## src/rtl/slave_rx.sv

```systemverilog
// slave_rx: receive buffer with an optional upstream sequence checker.
//
// Upstream beats land in a DEPTH-entry FIFO. The head entry drives out_data/out_valid.
// s_ready is decoded from registered state only.
// An accepted beat is visible on out_data one cycle after acceptance at the earliest.
//
// Optional feature: define SLAVE_RX_SEQ_CHECK_EN to build the sequence checker.
// Each accepted beat is compared against (previous beat + 1).
// Without the macro, seq_err and err_cnt are tied to zero.
module slave_rx #(
    parameter int WIDTH = 8,
    parameter int DEPTH = 4
) (
    input  logic                       clk,
    input  logic                       rst_n,
    input  logic [WIDTH-1:0]           s_data,
    input  logic                       s_valid,
    output logic                       s_ready,
    output logic [WIDTH-1:0]           out_data,
    output logic                       out_valid,
    input  logic                       out_ready,
    output logic [$clog2(DEPTH):0]     fill,
    output logic [15:0]                beat_cnt,
    output logic                       seq_err,
    output logic [7:0]                 err_cnt
);

    localparam int AW = $clog2(DEPTH);
    localparam int FW = AW + 1;
    localparam logic [FW-1:0] FULL = FW'(DEPTH);

    // Buffer state
    logic [WIDTH-1:0] mem_q [DEPTH];
    logic [AW-1:0]    wr_ptr_q, wr_ptr_d;
    logic [AW-1:0]    rd_ptr_q, rd_ptr_d;
    logic [FW-1:0]    fill_q, fill_d;
    logic [15:0]      beat_cnt_q, beat_cnt_d;
    // Held low through reset so s_ready stays 0 until the first edge after release
    logic             run_q;

    logic push, pop;

    assign s_ready   = run_q && (fill_q != FULL);
    assign out_valid = (fill_q != '0);
    assign push      = s_valid && s_ready;
    assign pop       = out_valid && out_ready;
    // Storage is not reset, so mask it whenever there is no valid head entry
    assign out_data  = out_valid ? mem_q[rd_ptr_q] : '0;
    assign fill      = fill_q;
    assign beat_cnt  = beat_cnt_q;

    // Next-state for pointers, occupancy and beat counter
    always_comb begin
        wr_ptr_d   = wr_ptr_q;
        rd_ptr_d   = rd_ptr_q;
        fill_d     = fill_q;
        beat_cnt_d = beat_cnt_q;
        if (push) begin
            wr_ptr_d   = wr_ptr_q + 1'b1;
            beat_cnt_d = beat_cnt_q + 16'd1;
        end
        if (pop) begin
            rd_ptr_d = rd_ptr_q + 1'b1;
        end
        case ({push, pop})
            2'b10:   fill_d = fill_q + 1'b1;
            2'b01:   fill_d = fill_q - 1'b1;
            default: fill_d = fill_q;
        endcase
    end

    // Control registers; reset discards any buffered beats
    always_ff @(posedge clk or negedge rst_n) begin
        if (!rst_n) begin
            wr_ptr_q   <= '0;
            rd_ptr_q   <= '0;
            fill_q     <= '0;
            beat_cnt_q <= '0;
            run_q      <= 1'b0;
        end else begin
            wr_ptr_q   <= wr_ptr_d;
            rd_ptr_q   <= rd_ptr_d;
            fill_q     <= fill_d;
            beat_cnt_q <= beat_cnt_d;
            run_q      <= 1'b1;
        end
    end

    // Buffer write; storage contents need no reset
    always_ff @(posedge clk) begin
        if (push) begin
            mem_q[wr_ptr_q] <= s_data;
        end
    end

`ifdef SLAVE_RX_SEQ_CHECK_EN
    localparam logic [0:0] CHK_IDLE  = 1'b0;
    localparam logic [0:0] CHK_ARMED = 1'b1;

    logic [0:0]       chk_state_q, chk_state_d;
    logic [WIDTH-1:0] exp_q, exp_d;
    logic             seq_err_q, seq_err_d;
    logic [7:0]       err_cnt_q, err_cnt_d;

    // Checker: the first beat arms it; every later beat is compared, then expected resyncs
    always_comb begin
        chk_state_d = chk_state_q;
        exp_d       = exp_q;
        seq_err_d   = 1'b0;
        err_cnt_d   = err_cnt_q;
        if (push) begin
            exp_d       = s_data + WIDTH'(1);
            chk_state_d = CHK_ARMED;
            if ((chk_state_q == CHK_ARMED) && (s_data != exp_q)) begin
                seq_err_d = 1'b1;
                if (err_cnt_q != 8'hFF) begin
                    err_cnt_d = err_cnt_q + 8'd1;
                end
            end
        end
    end

    // Checker registers
    always_ff @(posedge clk or negedge rst_n) begin
        if (!rst_n) begin
            chk_state_q <= CHK_IDLE;
            exp_q       <= '0;
            seq_err_q   <= 1'b0;
            err_cnt_q   <= '0;
        end else begin
            chk_state_q <= chk_state_d;
            exp_q       <= exp_d;
            seq_err_q   <= seq_err_d;
            err_cnt_q   <= err_cnt_d;
        end
    end

    assign seq_err = seq_err_q;
    assign err_cnt = err_cnt_q;
`else
    assign seq_err = 1'b0;
    assign err_cnt = 8'd0;
`endif

endmodule

```

## config.mk

```make
export PLATFORM = sky130hd
export DESIGN_NAME = slave_rx
export DESIGN_NICKNAME = d
export VERILOG_FILES = /design/src/rtl/slave_rx.sv
export SDC_FILE = /design/constraint.sdc
export NUM_CORES = 1
export LEC_CHECK = 0
export ABC_AREA = 0
export CELL_PAD_IN_SITES_DETAIL_PLACEMENT = 1
export CELL_PAD_IN_SITES_GLOBAL_PLACEMENT = 1
export CORE_ASPECT_RATIO = 1.4
export CORE_MARGIN = 10
export CORE_UTILIZATION = 45
export DETAILED_ROUTE_END_ITERATION = 7
export MAX_ROUTING_LAYER = met4
export PLACE_DENSITY_LB_ADDON = 0.1
export SLEW_MARGIN = 20
export SYNTH_ARGS = -nofsm -noshare
export SYNTH_HDL_FRONTEND = slang
export SYNTH_SLANG_ARGS = --single-unit
```

## constraint.sdc

```tcl
create_clock -name clk -period 4.4 [get_ports clk]
set_input_delay 0.88 -clock clk [delete_from_list [all_inputs] [get_ports clk]]
set_output_delay 0.88 -clock clk [all_outputs]
set_load 0.05 [all_outputs]
```

[Word-level counts from Yosys, hierarchy flattened]
Memory sizes are Yosys's and may differ from the RTL's.
Cells that the tools add are included.
Storage, ports and cells
  register bits after elaboration: 24
  latch bits: 0
  memory bits (writable): 32
  memory bits (read-only): 0
  bits of input ports: 12
  memories kept: 1
Cells by class
  add/subtract/negate cells: 5
  multiply operators: 0
  divide/modulo/power cells: 0
  magnitude comparators: 0
  equality and inequality tests: 3
  shifts and indexed selects: 0
  mux-type cells: 4
  bitwise gates (word level): 0
  reductions and logical operators: 5
Memory list
  mem_q: depth 4, width 8, rd ports 1, clocked after Yosys merged registers in 0, wr ports 1, RTL line 33  | logic [WIDTH-1:0] mem_q [DEPTH];
Operators by type and width (number)
  adder 16 x 1 -> 16 bit, second input constant: 1
  two-way mux 8 bit: 1
  case mux 3 bit (2 select lines): 1
  adder 2 x 1 -> 2 bit, second input constant: 2
  adder 3 x 1 -> 3 bit, second input constant: 1
  logical AND 1 bit: 3
  != test 3 bit, second input constant: 1
  nonzero test 3 bit: 1
  subtractor 3 x 1 -> 3 bit, second input constant: 1
  == test 2 x 1 -> 1 bit, second input constant: 1
  == test 2 bit, second input constant: 1
  two-way mux 1 bit: 2
  nonzero test 2 bit: 1

[Logic depth before layout (Yosys ltp)]
  word-level depth: 5
  gate-level depth with buffers: 9
  mapped depth without buffers: 9

[Least setup slack after synthesis]
OpenSTA, ideal clock, no wires.
  path type: reg2out
  start point: register fill_q[2] (netlist: fill[2])
  end point: output s_ready
  arrival time: 1.581 ns
  path slack: 1.939 ns
  stages on the path, launching flop included: 3
  path buffers: 0
  path through: dfrtp_1 -> nor3b_4 -> nor2b_1
Between the ends
  longest elaborated chain between the ends: 2
RTL lines
  from (decl): RTL line 36  | logic [FW-1:0] fill_q, fill_d;
  from (signal assigned): RTL line 83  | fill_q <= fill_d;
  != test 3 bit: RTL line 43  | assign s_ready = run_q && (fill_q != FULL);
  logical AND 1 bit: RTL line 43
  to (decl): RTL line 18  | output logic s_ready,
Every way passes these cells.

[Worst setup path after layout]
  start point: register rd_ptr_q[0]
  end point: output out_data[7]
Between the ends
  longest elaborated chain between the ends: 2
RTL lines
  from (decl): RTL line 35  | logic [AW-1:0] rd_ptr_q, rd_ptr_d;
  from (signal assigned): RTL line 82  | rd_ptr_q <= rd_ptr_d;
  memory (4 x 8 bit)
  two-way mux 8 bit: RTL line 48  | assign out_data = out_valid ? mem_q[rd_ptr_q] : '0;
  to (decl): RTL line 19  | output logic [WIDTH-1:0] out_data,
Every way passes these cells.

==> results by group <==
Setup path
  – Reg2reg end: fill[2]
  – Critical-path cell list: mux4_2 > and2_2 > clkdlybuf4s50_1
  – Max stage delay on crit path: 0.74 ns
  – Startpoint Class: flop
  – Crit path to: out_data[7]
  – Worst setup EP type: output pin
  – Crit path from: rd_ptr_q[0]
  – CP required: 3.52 ns
  – FF-to-FF path depth: 9
  – Worst path slowest cell: dfrtp_1
  – WP data arrival: 2.52 ns
  – Setup CP Type: reg -> out
  – R2R Setup Slk: 2.11 ns
  – CP max FO: 10
  – R2r startpoint: fill[1]

Route
  – DRC violations left: 0
  – Final WL: 5.02 mm
  – Via count: 1344
  – Post-route antenna net violation count: 0
  – DR iter-0 viols: 26
  – Router iterations before antenna repair: 4
  – Drt via density: 4.96
  – Post-DR wirelength/cell: 18.5 microns

Floorplan
  – Initial Utilization: 45.7%
  – # rows: 32
  – Core box area: 0.00545 sq mm
  – I/O pin count: 50
  – Die height: 108 microns
  – Die ar.: 0.00895 sq mm
  – Width of the die: 82.9 microns

Logic synthesis
  – Mapped cell area: 0.00249 sq mm
  – Largest cells by area after synthesis: edfxtp_1, dfrtp_1, mux4_2
  – Synth Area in Adders: 3.82%
  – Main combinational cell family by area after synthesis: simple AND/OR/NAND/NOR gates
  – Synth Area in XOR/XNOR: 7.39%
  – Count of cell types in the netlist: 34
  – Seq/Total Area, Yosys: 62.7%
  – Mux cell area share after synthesis: 8.09%
  – Commonest cells in the netlist: edfxtp_1, dfrtp_1, xnor2_1
  – Count leader, synth: edfxtp_1
  – Synth Warn #: 0
  – Synth top area share: 38.6%
  – Simple logic cell fraction of the synthesized area: 12.5%
  – Seq cells post-synth: 56
  – EDFF count, synth: 32
  – Synth Area in Compound Gates: 0.201%
  – Top_reg_cell synth: edfxtp_1
  – Async S/R FF share, synth: 42.9%
  – Yosys top cell by area: edfxtp_1
  – Gate Count Post-Synth: 160
  – Synth Area per Inst: 15.6 sq um

Cells and area
  – Area delta synth->final: 20.0%
  – Share of layout cells above drive strength 1: 16.7%
  – Final core occ: 54.8%
  – Diode count: 0
  – Final cell count without fillers: 271
  – Nets: 221

STA
  – RSZ-0062 raised after global routing: no
  – Tmin final: 3.40 ns
  – WHS: 0.479 ns
  – Final TNS setup: 0 ns
  – Worst Max-Slew Pin Slew: 0.609 ns
  – Rel. slew slack: 59.4%
  – Slew Viols, Final: 0
  – Final hold viol count: 0
  – Peak Freq: 0.294 GHz
  – Setup violators final: 0
  – Final Cycle Share: 77.3%
  – Worst clock skew: 0.00472 ns

Clocking
  – Post-CTS Repair Setup Buffers: 0
  – TritonCTS clock tree: yes
  – # resized after CTS: 0
  – Clk buf depth: 2
  – # clock sinks: 56
  – Post-CTS Hold Buffers: 0
  – Worst-Skew Late Latency: 0.30 ns
  – Num CTS Buffers: 5
  – Clock Root Buffer: clkbuf_8
  – H-tree levels: 2
  – Clk slew on worst S/H paths: 0.10 ns

Global route
  – First-pass GRT wire length: 8.27 mm
  – Global routing usage on met3: 3.09%
  – Top Usage Layer GRT: met2
  – Pin count of the biggest net entering global routing: 25
  – GRT Resource Usage Total: 11.9%
  – Initial antenna violation count: 0
  – GRT overflow: 0
  – GR Util met2: 21.8%
  – Met1 Use GR: 12.1%
  – Vias in the first global route: 1630

Job
  – Max_cap viols: 0

Placement
  – Placed cell count: 263
  – Gpl congestion: 0.744
  – Port bufs: 40
  – Final HPWL DP: 3.84 mm

Power and ir drop
  – Sw frac: 42.8%
  – Leakage: 1.15 nW
  – Clock share of power: 14.1%
  – Power per cell area: 654 mW/mm^2
  – Internal power: 1.12 mW
  – Switching pwr: 0.836 mW
  – Combinational power share: 46.6%
  – Seq pwr share: 39.3%
  – Worst vdd ir: 342 uV

Min path
  – Worst min path class: reg -> reg
  – Worst Hold Launch: beat_cnt[15]

Status
  – Status: completed
## registers in the layout (all words and copies together), names as in the netlist
| name | count |
|---|---|
| mem_q | 32 |
| wr_ptr_q | 2 |
| fill | 3 |
| run_q | 1 |
| beat_cnt | 16 |
| rd_ptr_q | 2 |
## final cells by class
cell class	instances	area, sq um
well taps	68	85.1
flip-flops and latches	56	1560
fillers	543	2460
inverters	6	22.5
repair buffers	40	395
multi-input cells	93	833
clock buffers	6	72.6
clock inverters	2	16.3
## per-stage QoR
stage          power, mW  worst slack [ns]  cell area [sq um]
2_1_floorplan       1.43              1.94               2520
3_3_place_gp        1.68              1.32               2900
3_5_place_dp        1.71              1.28               2900
4_1_cts             1.99             0.928               2990
5_1_grt             2.06             0.848               2990
6_report            1.95             0.997               2990
## worst min path at each step
stage,cells past startpoint,to,slack [ns]
2_1_floorplan,0,beat_cnt[0],0.58
3_3_place_gp,1,beat_cnt[15],0.46
3_5_place_dp,1,beat_cnt[15],0.47
4_1_cts,1,beat_cnt[15],0.49
5_1_grt,1,beat_cnt[15],0.51
6_report,1,beat_cnt[15],0.48
## critical path: cells and delay by family (launching register included)
kind	cells	cell delay, ns
muxes	1	0.57
buffers and inverters	1	0.70
and+or+nand+nor	1	0.21
DFF	1	0.74
## cell families after synthesis
group / after synthesis
flip-flops: 56
AND/OR/NAND/NOR: 44
XOR/XNOR: 21
buffers and inverters: 19
multiplexers: 10
adder cells (fa/ha/maj): 7
other: 2
AO/OA/AOI/OAI: 1
## power by group through the flow
stage          registers [mW]  logic, mW  clock network [mW]
2_1_floorplan           0.850      0.582                   0
5_1_grt                 0.790      0.966               0.307
6_report                0.768      0.910               0.276
4_1_cts                 0.774      0.930               0.288
3_3_place_gp            0.776      0.905                   0
3_5_place_dp            0.783      0.926                   0
## placed cells by master, fill, tap and decap left out, types with 4 or more instances in the layout
cell | Yosys | layout
nand4_1 | 5 | 5
xnor2_1 | 13 | 13
and2_2 | 8 | 8
clkbuf_8 | 0 | 5
clkdlybuf4s50_1 | 0 | 39
nand3_1 | 4 | 4
edfxtp_1 | 32 | 32
mux4_2 | 8 | 8
and2_1 | 4 | 4
nand2_1 | 6 | 6
ha_1 | 6 | 6
xor2_1 | 8 | 8
conb_1 | 2 | 10
inv_1 | 5 | 5
and3_1 | 5 | 5
dfrtp_1 | 24 | 24
## per-layer routing
layer | vias up | part of all wire (%)
met5 | - | 0
met4 | 0 | 1.1
met3 | 4 | 3.1
met2 | 36 | 56
met1 | 680 | 40
li1 | 624 | -
Power figures use the tool's default switching activity.
